`src/rtl/fpu_op_sequencer.sv`:
```
// fpu_op_sequencer: request FIFO, credit-based issue to a fixed-latency fpu, result FIFO.
// Optional macro FPU_SEQ_FLAGS_EN stores {nan,inf,zero,subnormal} per result entry.
module fpu_op_sequencer #(
    parameter int IN_DEPTH    = 4,
    parameter int RES_DEPTH   = 4,
    parameter int TAG_W       = 4,
    parameter int FPU_LATENCY = 1
) (
    input  logic             clk,
    input  logic             rst,
    input  logic             in_valid,
    output logic             in_ready,
    input  logic [31:0]      in_a,
    input  logic [31:0]      in_b,
    input  logic [1:0]       in_opcode,
    input  logic [TAG_W-1:0] in_tag,
    output logic [31:0]      fpu_a,
    output logic [31:0]      fpu_b,
    output logic [1:0]       fpu_opcode,
    input  logic [31:0]      fpu_o,
    output logic             res_valid,
    input  logic             res_ready,
    output logic [31:0]      res_data,
    output logic [TAG_W-1:0] res_tag,
    output logic [3:0]       res_flags
);
    localparam int L   = FPU_LATENCY;
    localparam int IPW = $clog2(IN_DEPTH);
    localparam int RPW = $clog2(RES_DEPTH);
    localparam int FLW = $clog2(FPU_LATENCY + 2);

    localparam logic [IPW-1:0] IP_ONE  = IPW'(1);
    localparam logic [IPW:0]   IC_ONE  = (IPW+1)'(1);
    localparam logic [IPW:0]   IC_FULL = (IPW+1)'(IN_DEPTH);
    localparam logic [RPW-1:0] RP_ONE  = RPW'(1);
    localparam logic [RPW:0]   RC_ONE  = (RPW+1)'(1);
    localparam logic [RPW:0]   RC_FULL = (RPW+1)'(RES_DEPTH);
    localparam logic [FLW-1:0] FL_ONE  = FLW'(1);

    logic [31:0]      ia_q   [IN_DEPTH];
    logic [31:0]      ib_q   [IN_DEPTH];
    logic [1:0]       iop_q  [IN_DEPTH];
    logic [TAG_W-1:0] itag_q [IN_DEPTH];
    logic [IPW-1:0]   iwr_q, iwr_d, ird_q, ird_d;
    logic [IPW:0]     icnt_q, icnt_d;

    logic [31:0]      fa_q, fa_d, fb_q, fb_d;
    logic [1:0]       fop_q, fop_d;

    logic [L:0]       pv_q, pv_d;
    logic [TAG_W-1:0] pt_q [L+1];
    logic [TAG_W-1:0] pt_d [L+1];
    logic [FLW-1:0]   infl_q, infl_d;

    logic [31:0]      rdat_q [RES_DEPTH];
    logic [TAG_W-1:0] rtag_q [RES_DEPTH];
    logic [RPW-1:0]   rwr_q, rwr_d, rrd_q, rrd_d;
    logic [RPW:0]     rcnt_q, rcnt_d;

    logic in_push, issue, credit, res_push, res_pop;

    assign in_ready   = (icnt_q != IC_FULL);
    assign res_valid  = (rcnt_q != '0);
    assign res_data   = res_valid ? rdat_q[rrd_q] : 32'h0;
    assign res_tag    = res_valid ? rtag_q[rrd_q] : '0;
    assign fpu_a      = fa_q;
    assign fpu_b      = fb_q;
    assign fpu_opcode = fop_q;

    // Handshakes, credit check and next-state for pointers, counters, fpu regs and pipe.
    always_comb begin
        in_push  = in_valid && in_ready;
        credit   = (32'(infl_q) + 32'(rcnt_q)) < 32'(RES_DEPTH);
        issue    = (icnt_q != '0) && credit;
        res_push = pv_q[L];
        res_pop  = res_valid && res_ready;

        iwr_d  = in_push ? iwr_q + IP_ONE : iwr_q;
        ird_d  = issue ? ird_q + IP_ONE : ird_q;
        icnt_d = icnt_q;
        if (in_push && !issue)
            icnt_d = icnt_q + IC_ONE;
        else if (!in_push && issue)
            icnt_d = icnt_q - IC_ONE;

        fa_d  = issue ? ia_q[ird_q] : fa_q;
        fb_d  = issue ? ib_q[ird_q] : fb_q;
        fop_d = issue ? iop_q[ird_q] : fop_q;

        pv_d    = {pv_q[L-1:0], issue};
        pt_d[0] = issue ? itag_q[ird_q] : '0;
        for (int i = 1; i <= L; i++)
            pt_d[i] = pt_q[i-1];

        infl_d = infl_q;
        if (issue && !res_push)
            infl_d = infl_q + FL_ONE;
        else if (!issue && res_push)
            infl_d = infl_q - FL_ONE;

        rwr_d  = res_push ? rwr_q + RP_ONE : rwr_q;
        rrd_d  = res_pop ? rrd_q + RP_ONE : rrd_q;
        rcnt_d = rcnt_q;
        if (res_push && !res_pop)
            rcnt_d = rcnt_q + RC_ONE;
        else if (!res_push && res_pop)
            rcnt_d = rcnt_q - RC_ONE;
    end

    // Control state: pointers, counts, fpu operand regs and the valid/tag pipe.
    always_ff @(posedge clk or posedge rst) begin
        if (rst) begin
            iwr_q  <= '0;
            ird_q  <= '0;
            icnt_q <= '0;
            fa_q   <= '0;
            fb_q   <= '0;
            fop_q  <= 2'b00;
            pv_q   <= '0;
            for (int i = 0; i <= L; i++)
                pt_q[i] <= '0;
            infl_q <= '0;
            rwr_q  <= '0;
            rrd_q  <= '0;
            rcnt_q <= '0;
        end else begin
            iwr_q  <= iwr_d;
            ird_q  <= ird_d;
            icnt_q <= icnt_d;
            fa_q   <= fa_d;
            fb_q   <= fb_d;
            fop_q  <= fop_d;
            pv_q   <= pv_d;
            for (int i = 0; i <= L; i++)
                pt_q[i] <= pt_d[i];
            infl_q <= infl_d;
            rwr_q  <= rwr_d;
            rrd_q  <= rrd_d;
            rcnt_q <= rcnt_d;
        end
    end

    // Request storage; contents are only meaningful between the pointers.
    always_ff @(posedge clk) begin
        if (in_push) begin
            ia_q[iwr_q]   <= in_a;
            ib_q[iwr_q]   <= in_b;
            iop_q[iwr_q]  <= in_opcode;
            itag_q[iwr_q] <= in_tag;
        end
    end

    // Result storage: capture fpu_o and its tag when the tail stage is valid.
    always_ff @(posedge clk) begin
        if (res_push) begin
            rdat_q[rwr_q] <= fpu_o;
            rtag_q[rwr_q] <= pt_q[L];
        end
    end

`ifdef FPU_SEQ_FLAGS_EN
    logic [3:0] rfl_q [RES_DEPTH];

    function automatic logic [3:0] flags_of(input logic [31:0] w);
        logic e_ff, e_z, m_z;
        e_ff = (w[30:23] == 8'hFF);
        e_z  = (w[30:23] == 8'h00);
        m_z  = (w[22:0] == 23'h0);
        return {e_ff && !m_z, e_ff && m_z, e_z && m_z, e_z && !m_z};
    endfunction

    // Classify each result as it is written so the head flags track res_data.
    always_ff @(posedge clk) begin
        if (res_push)
            rfl_q[rwr_q] <= flags_of(fpu_o);
    end

    assign res_flags = res_valid ? rfl_q[rrd_q] : 4'b0000;
`else
    assign res_flags = 4'b0000;
`endif

`ifndef SYNTHESIS
    // Credit makes result overflow impossible; trap it if that ever breaks.
    always @(posedge clk) begin
        if (!rst)
            assert (!(res_push && !res_pop && rcnt_q == RC_FULL));
    end
`endif

endmodule

```
`config.mk`:
```
export PLATFORM = sky130hd
export DESIGN_NAME = fpu_op_sequencer
export DESIGN_NICKNAME = d
export VERILOG_FILES = /design/src/rtl/fpu_op_sequencer.sv
export SDC_FILE = /design/constraint.sdc
export NUM_CORES = 1
export LEC_CHECK = 0
export BUFFER_PORTS_ARGS = -buffer_cell sky130_fd_sc_hd__buf_2
export CAP_MARGIN = 20
export CORE_MARGIN = 4
export CORE_UTILIZATION = 55
export DETAILED_ROUTE_END_ITERATION = 7
export PLACE_DENSITY = 0.84
export SYNTH_ARGS = -nofsm -noshare
export SYNTH_HDL_FRONTEND = slang
export SYNTH_SLANG_ARGS = --single-unit
```
`constraint.sdc`:
```
create_clock -name clk -period 8 [get_ports clk]
set_clock_uncertainty 0.05 [all_clocks]
set_input_delay 1.6 -clock clk [delete_from_list [all_inputs] [get_ports clk]]
set_output_delay 1.6 -clock clk [all_outputs]
set_load 0.02 [all_outputs]
```
; Word-level counts from Yosys, hierarchy flattened
; Memory sizes are Yosys's and may differ from the RTL's. A register that Yosys moved wholly into a read port is not among the register bits.
; Index checks and enable logic that the tools add are counted.
[word_totals]
reg_bits = 26
mem_bits_rw = 424
input_bits = 106
output_inout_bits = 108
wordCells = 60
memories = 6
[mem_list]
columns = name, depth, word_bits, read_ports, rd_clocked_by_memory_dff, write_ports, line_no
row1 = ia_q, 4, 32, 1, 1, 1, 40  ; logic [31:0] ia_q [IN_DEPTH];
row2 = ib_q, 4, 32, 1, 1, 1, 41  ; logic [31:0] ib_q [IN_DEPTH];
row3 = rdat_q, 4, 32, 1, 0, 1, 55  ; logic [31:0] rdat_q [RES_DEPTH];
row4 = itag_q, 4, 4, 1, 0, 1, 43  ; logic [TAG_W-1:0] itag_q [IN_DEPTH];
row5 = rtag_q, 4, 4, 1, 0, 1, 56  ; logic [TAG_W-1:0] rtag_q [RES_DEPTH];
row6 = iop_q, 4, 2, 1, 1, 1, 42  ; logic [1:0] iop_q [IN_DEPTH];
[classes]
n_addsub = 11
n_lt_le_gt_ge = 1
n_eq_ne = 1
muxes = 13
n_reduce_logical = 18
[op_table]
columns = op, count
row1 = 2-to-1 mux 32 bit, 1
row2 = 2-to-1 mux 3 bit, 4
row3 = "adder 2 x 1 -> 2 bit, second input constant", 5
row4 = logical AND 1 bit, 9
row5 = 2-to-1 mux 4 bit, 2
row6 = "adder 3 x 1 -> 3 bit, second input constant", 2
row7 = nonzero test 2 bit, 3
row8 = nonzero test 3 bit, 2
row9 = "subtractor 3 x 1 -> 3 bit, second input constant", 2
row10 = adder 2 x 3 -> 4 bit, 1
row11 = logical NOT 1 bit, 4
row12 = "less-than comparator 4 x 3 -> 1 bit, second input constant", 1
row13 = 2-to-1 mux 1 bit, 4
row14 = 2-to-1 mux 2 bit, 2
row15 = "inequality test 3 bit, second input constant", 1
row16 = "subtractor 2 x 1 -> 2 bit, second input constant", 1

; Logic depth before layout (Yosys ltp)
[depth]
ltp_word = 7
depth_mapped = 11
mapped_depth_nobuf = 10

; Worst setup path before layout
; Ideal clock, no wire load.
[synth_path]
path_kind = input port to flip-flop
start = input port in_valid
end = memory ia_q[0][0] (enable)
setup_time_ps = 436
arrival_time_ps = 3662
required_time_ps = 7514
slack_ps = 3853
stages = 2
path_buffers = 0
path_cell_list = a21boi_1 -> and2_1
[synth_via]
elab_chain_cells = 3
[synth_lines]
columns = item, line_no
row1 = from (decl), 11  ; input logic in_valid,
row2 = logical AND 1 bit, 72  ; in_push = in_valid && in_ready;
row3 = 2-to-1 mux 1 bit, 145  ; if (in_push) begin
row4 = 2-to-1 mux 1 bit (not written as such), 146  ; ia_q[iwr_q] <= in_a;
row5 = to (decl), 40
; No other way between the ends.

; Worst setup path after layout
[layout_path]
start = register rrd_q[0]
end = output port res_data[9]
[layout_via]
elab_chain_cells = 2
[layout_lines]
columns = item, line_no
row1 = from (decl), 57  ; logic [RPW-1:0] rwr_q, rwr_d, rrd_q, rrd_d;
row2 = from (signal assigned), 138  ; rrd_q <= rrd_d;
row3 = memory read (4 x 32 bit), -
row4 = 2-to-1 mux 32 bit, 64  ; assign res_data = res_valid ? rdat_q[rrd_q] : 32'h0;
row5 = to (decl), 23  ; output logic [31:0] res_data,
; No other way between the ends.

==> reports/metrics.yaml <==
detailed_routing:
  drt-wirelength-per-cell_um: 23.74
  detail_route.drc_violations: 0
  dr.pass1.iters: 4
  wirelength_um: 37200
  via_per_inst: 5.643
  via_count: 8843
  drtIter0Drc: 467
  antenna_violating_nets_post_route: 0
logic_synthesis:
  yosys_warnings: 0
  netlist_instances: 832
  syn-mean-instance-area_um2: 23.47
  yosysSeqAreaShare: 0.7701
  synth_area_um2: 19520
  synth.ff_latch_count: 516
  yosys.cell_types.count: 30
power:
  power_density_nw_per_um2: 419.5
  p_leak_nw: 8.250
  vdd_drop_max_uv: 277.8
setup_path:
  required_ns: 6.35
  crit_type: "flip-flop to output port"
  timing.reg2reg.setup_slack_ns: 4.77
  setup.worst_path.end_class: "output port"
  cp_data_arrival_time_ns: 2.62
  worstSetupStartpoint: "rrd_q[0]$_DFFE_PP0P_"
  crit_fanout: 31
  worstSetupStartpointType: "flip-flop"
  r2r_start: "rcnt_q[1]$_DFFE_PP0P_"
min_path:
  hold_path_startpoint: "pv_q[0]$_DFF_PP0_"
  hold_path_class: "flip-flop to flip-flop"
timing:
  setup-violations-final: 0
  fin_crit_sh: 0.5332
  fmaxAchievable_ghz: 0.2344
  maxSlewViolCount: 0
  timing_hold_violations_final: 0
  worst_pin_slew_ns: 1.049
  rsz0062_at_grt: "no"
  timing.max_slew.rel_slack: 0.3007
  tns_ns: 0
  hold_ws_ns: 0.2965
  finalWorstPathRequiredPeriod_ns: 4.266
grt:
  gr-usage-all-layers: 0.1950
  grt_pass1_wl_um: 57260
  grt_start_max_net_pins: 63
  first_global_vias: 9683
  grt-ovfl-total: 0
  groute.layer.met1.usage: 0.2548
  top_usage_layer: "met2"
  gr-usage-met2: 0.3200
  grt_antenna_before_repair: 7
  grt_util_met3: 0.05624
final_layout:
  drive_gt1_frac: 0.4436
  mostFrequentLayoutCells: "424 x edfxtp_1, 209 x buf_2, 106 x mux4_2, 89 x dfrtp_1, 63 x mux2_4"
  final_common_cell: "edfxtp_1"
  syn_to_final_growth_pct: 16.08
  final_cell_count_no_fill: 1567
  final_nets: 1188
clock_network:
  cts.repair.resized: 0
  cts_inserted_buffers: 50
  post-cts-setup-buffers: 0
  max-clock-path-buffers: 3
  clock_latency_ns: 0.59
  cell_at_the_root_of_the_clock_tree: "clkbuf_16"
  cts.htree.levels: 2
  clk_pin_slew_worst_paths_ns: 0.05
  cts.sinks: 516
  cts_hold_buffers: 0
  cts_tree: "built"
status:
  outcome: "completed"
floorplanning:
  effective_utilization_at_floorplan: 0.5611
  floorplan.io_pins: 214
  floorplan.rows: 68
  die_height_um: 196.4
  fp.dieArea_um2: 38580
  floorplan.core_area_um2: 34800
  die_width_um: 196.4
placed_design:
  placement.io_buffers: 209
  dp.cells: 1470
  post-dp-hpwl_um: 21250
  gp_routability_congestion: 0.7084
flow_run:
  timing.max_cap.violations: 0
[Yosys cell counts]
cell	count	area share
clkbuf_1	12	0.0023
buf_6	5	0.0029
mux2_2	6	0.0035
conb_1	1	0.00019
a311o_1	1	0.00051
buf_8	1	0.00077
xnor2_1	6	0.0027
dfrtp_1	92	0.12
fa_1	2	0.0021
nand3_1	1	0.00026
or3_1	1	0.00032
inv_2	1	0.00019
buf_2	4	0.0010
and2_1	48	0.015
edfxtp_1	424	0.65
buf_12	6	0.0062
mux4_2	106	0.12
buf_1	2	0.00038
mux2_4	63	0.048
nor3_2	1	0.00051
buf_4	9	0.0035
nor2_8	1	0.0010
a21boi_1	1	0.00038
nor3b_1	1	0.00038
xor2_1	9	0.0040
ha_1	12	0.0077
nor2_1	4	0.00077
o21ai_0	1	0.00026
inv_1	8	0.0015
nand2_1	3	0.00058
[cell families (layout without fill, tap and decap cells)]
kind of cell | after synthesis | after routing | synth area share
muxes | 175 | 175 | 0.1742
AOI/OAI and AO/OA | 3 | 3 | 0.001153
and+or+nand+nor | 60 | 60 | 0.01923
other | 1 | 7 | 0.0001921
xor gates and xnor gates | 15 | 15 | 0.006729
DFF | 516 | 516 | 0.7701
adders and majority gates | 14 | 14 | 0.009741
buffers and inverters | 48 | 322 | 0.01871
[routing by layer]
layer / up-vias / routed length, um / share of wire
li1: 3822 / - / -
met1: 4571 / 14220 / 0.38
met2: 365 / 18800 / 0.51
met3: 75 / 3164 / 0.085
met4: 10 / 937 / 0.025
met5: - / 75 / 0.0020
[area by class of cell]
class	count	area [um^2]
clock inverters	23	240.2
diodes	3	7.507
multi-input cells	271	4150
flip-flops and latches	516	15040
inverters	9	36.28
fillers	2162	12140
repair buffers	220	1149
well taps	455	569.3
clock buffers	70	1468
[state kept, by name, summed over array words and instances, names as in the netlist]
register    count
iop_q           8
rdat_q        128
icnt_q          3
ird_q           2
infl_q          2
rrd_q           2
ib_q          128
rtag_q         16
itag_q         16
rcnt_q          3
pt_d            4
iwr_q           2
fpu_b          32
fpu_opcode      2
rwr_q           2
ia_q          128
pt_q            4
pv_q            2
fpu_a          32
[worst max-delay path, stage by stage, from the launching register on]
cell and delay, ns:
dfrtp_2 0.52, buf_4 0.56, mux4_2 0.62, and2_1 0.18
buf_2 0.15
[power by group]
group	internal [mW]	switching, mW	total, mW
Clock	1.41	0.977	2.39
Combinational	1.51	1.62	3.13
Sequential	3.64	0.342	3.98
[path summary, 6_finish.rpt]
path / depth (start not counted) / endpoint
min reg2reg: 0 / pv_q[1]$_DFF_PP0_
min: 0 / pv_q[1]$_DFF_PP0_
max reg2reg: 5 / fpu_b[5]$_DFFE_PP0P_
max in group asynchronous: 3 / ird_q[1]$_DFFE_PP0P_
min in group asynchronous: 2 / fpu_b[4]$_DFFE_PP0P_
max: 4 / res_data[9]
[stage by stage]
step | util | cell area (um^2) | setup slack, ns | power (mW)
finish | 0.6513 | 22660 | 3.734 | 9.508
global route | 0.6512 | 22660 | 3.523 | 9.968
CTS | 0.6503 | 22630 | 3.614 | 9.615
detailed placement | 0.6012 | 20920 | 4.029 | 7.176
global placement | 0.6012 | 20920 | 4.080 | 7.062
floorplan | - | 19540 | 3.853 | 6.396
Power figures use the tool's default switching activity.
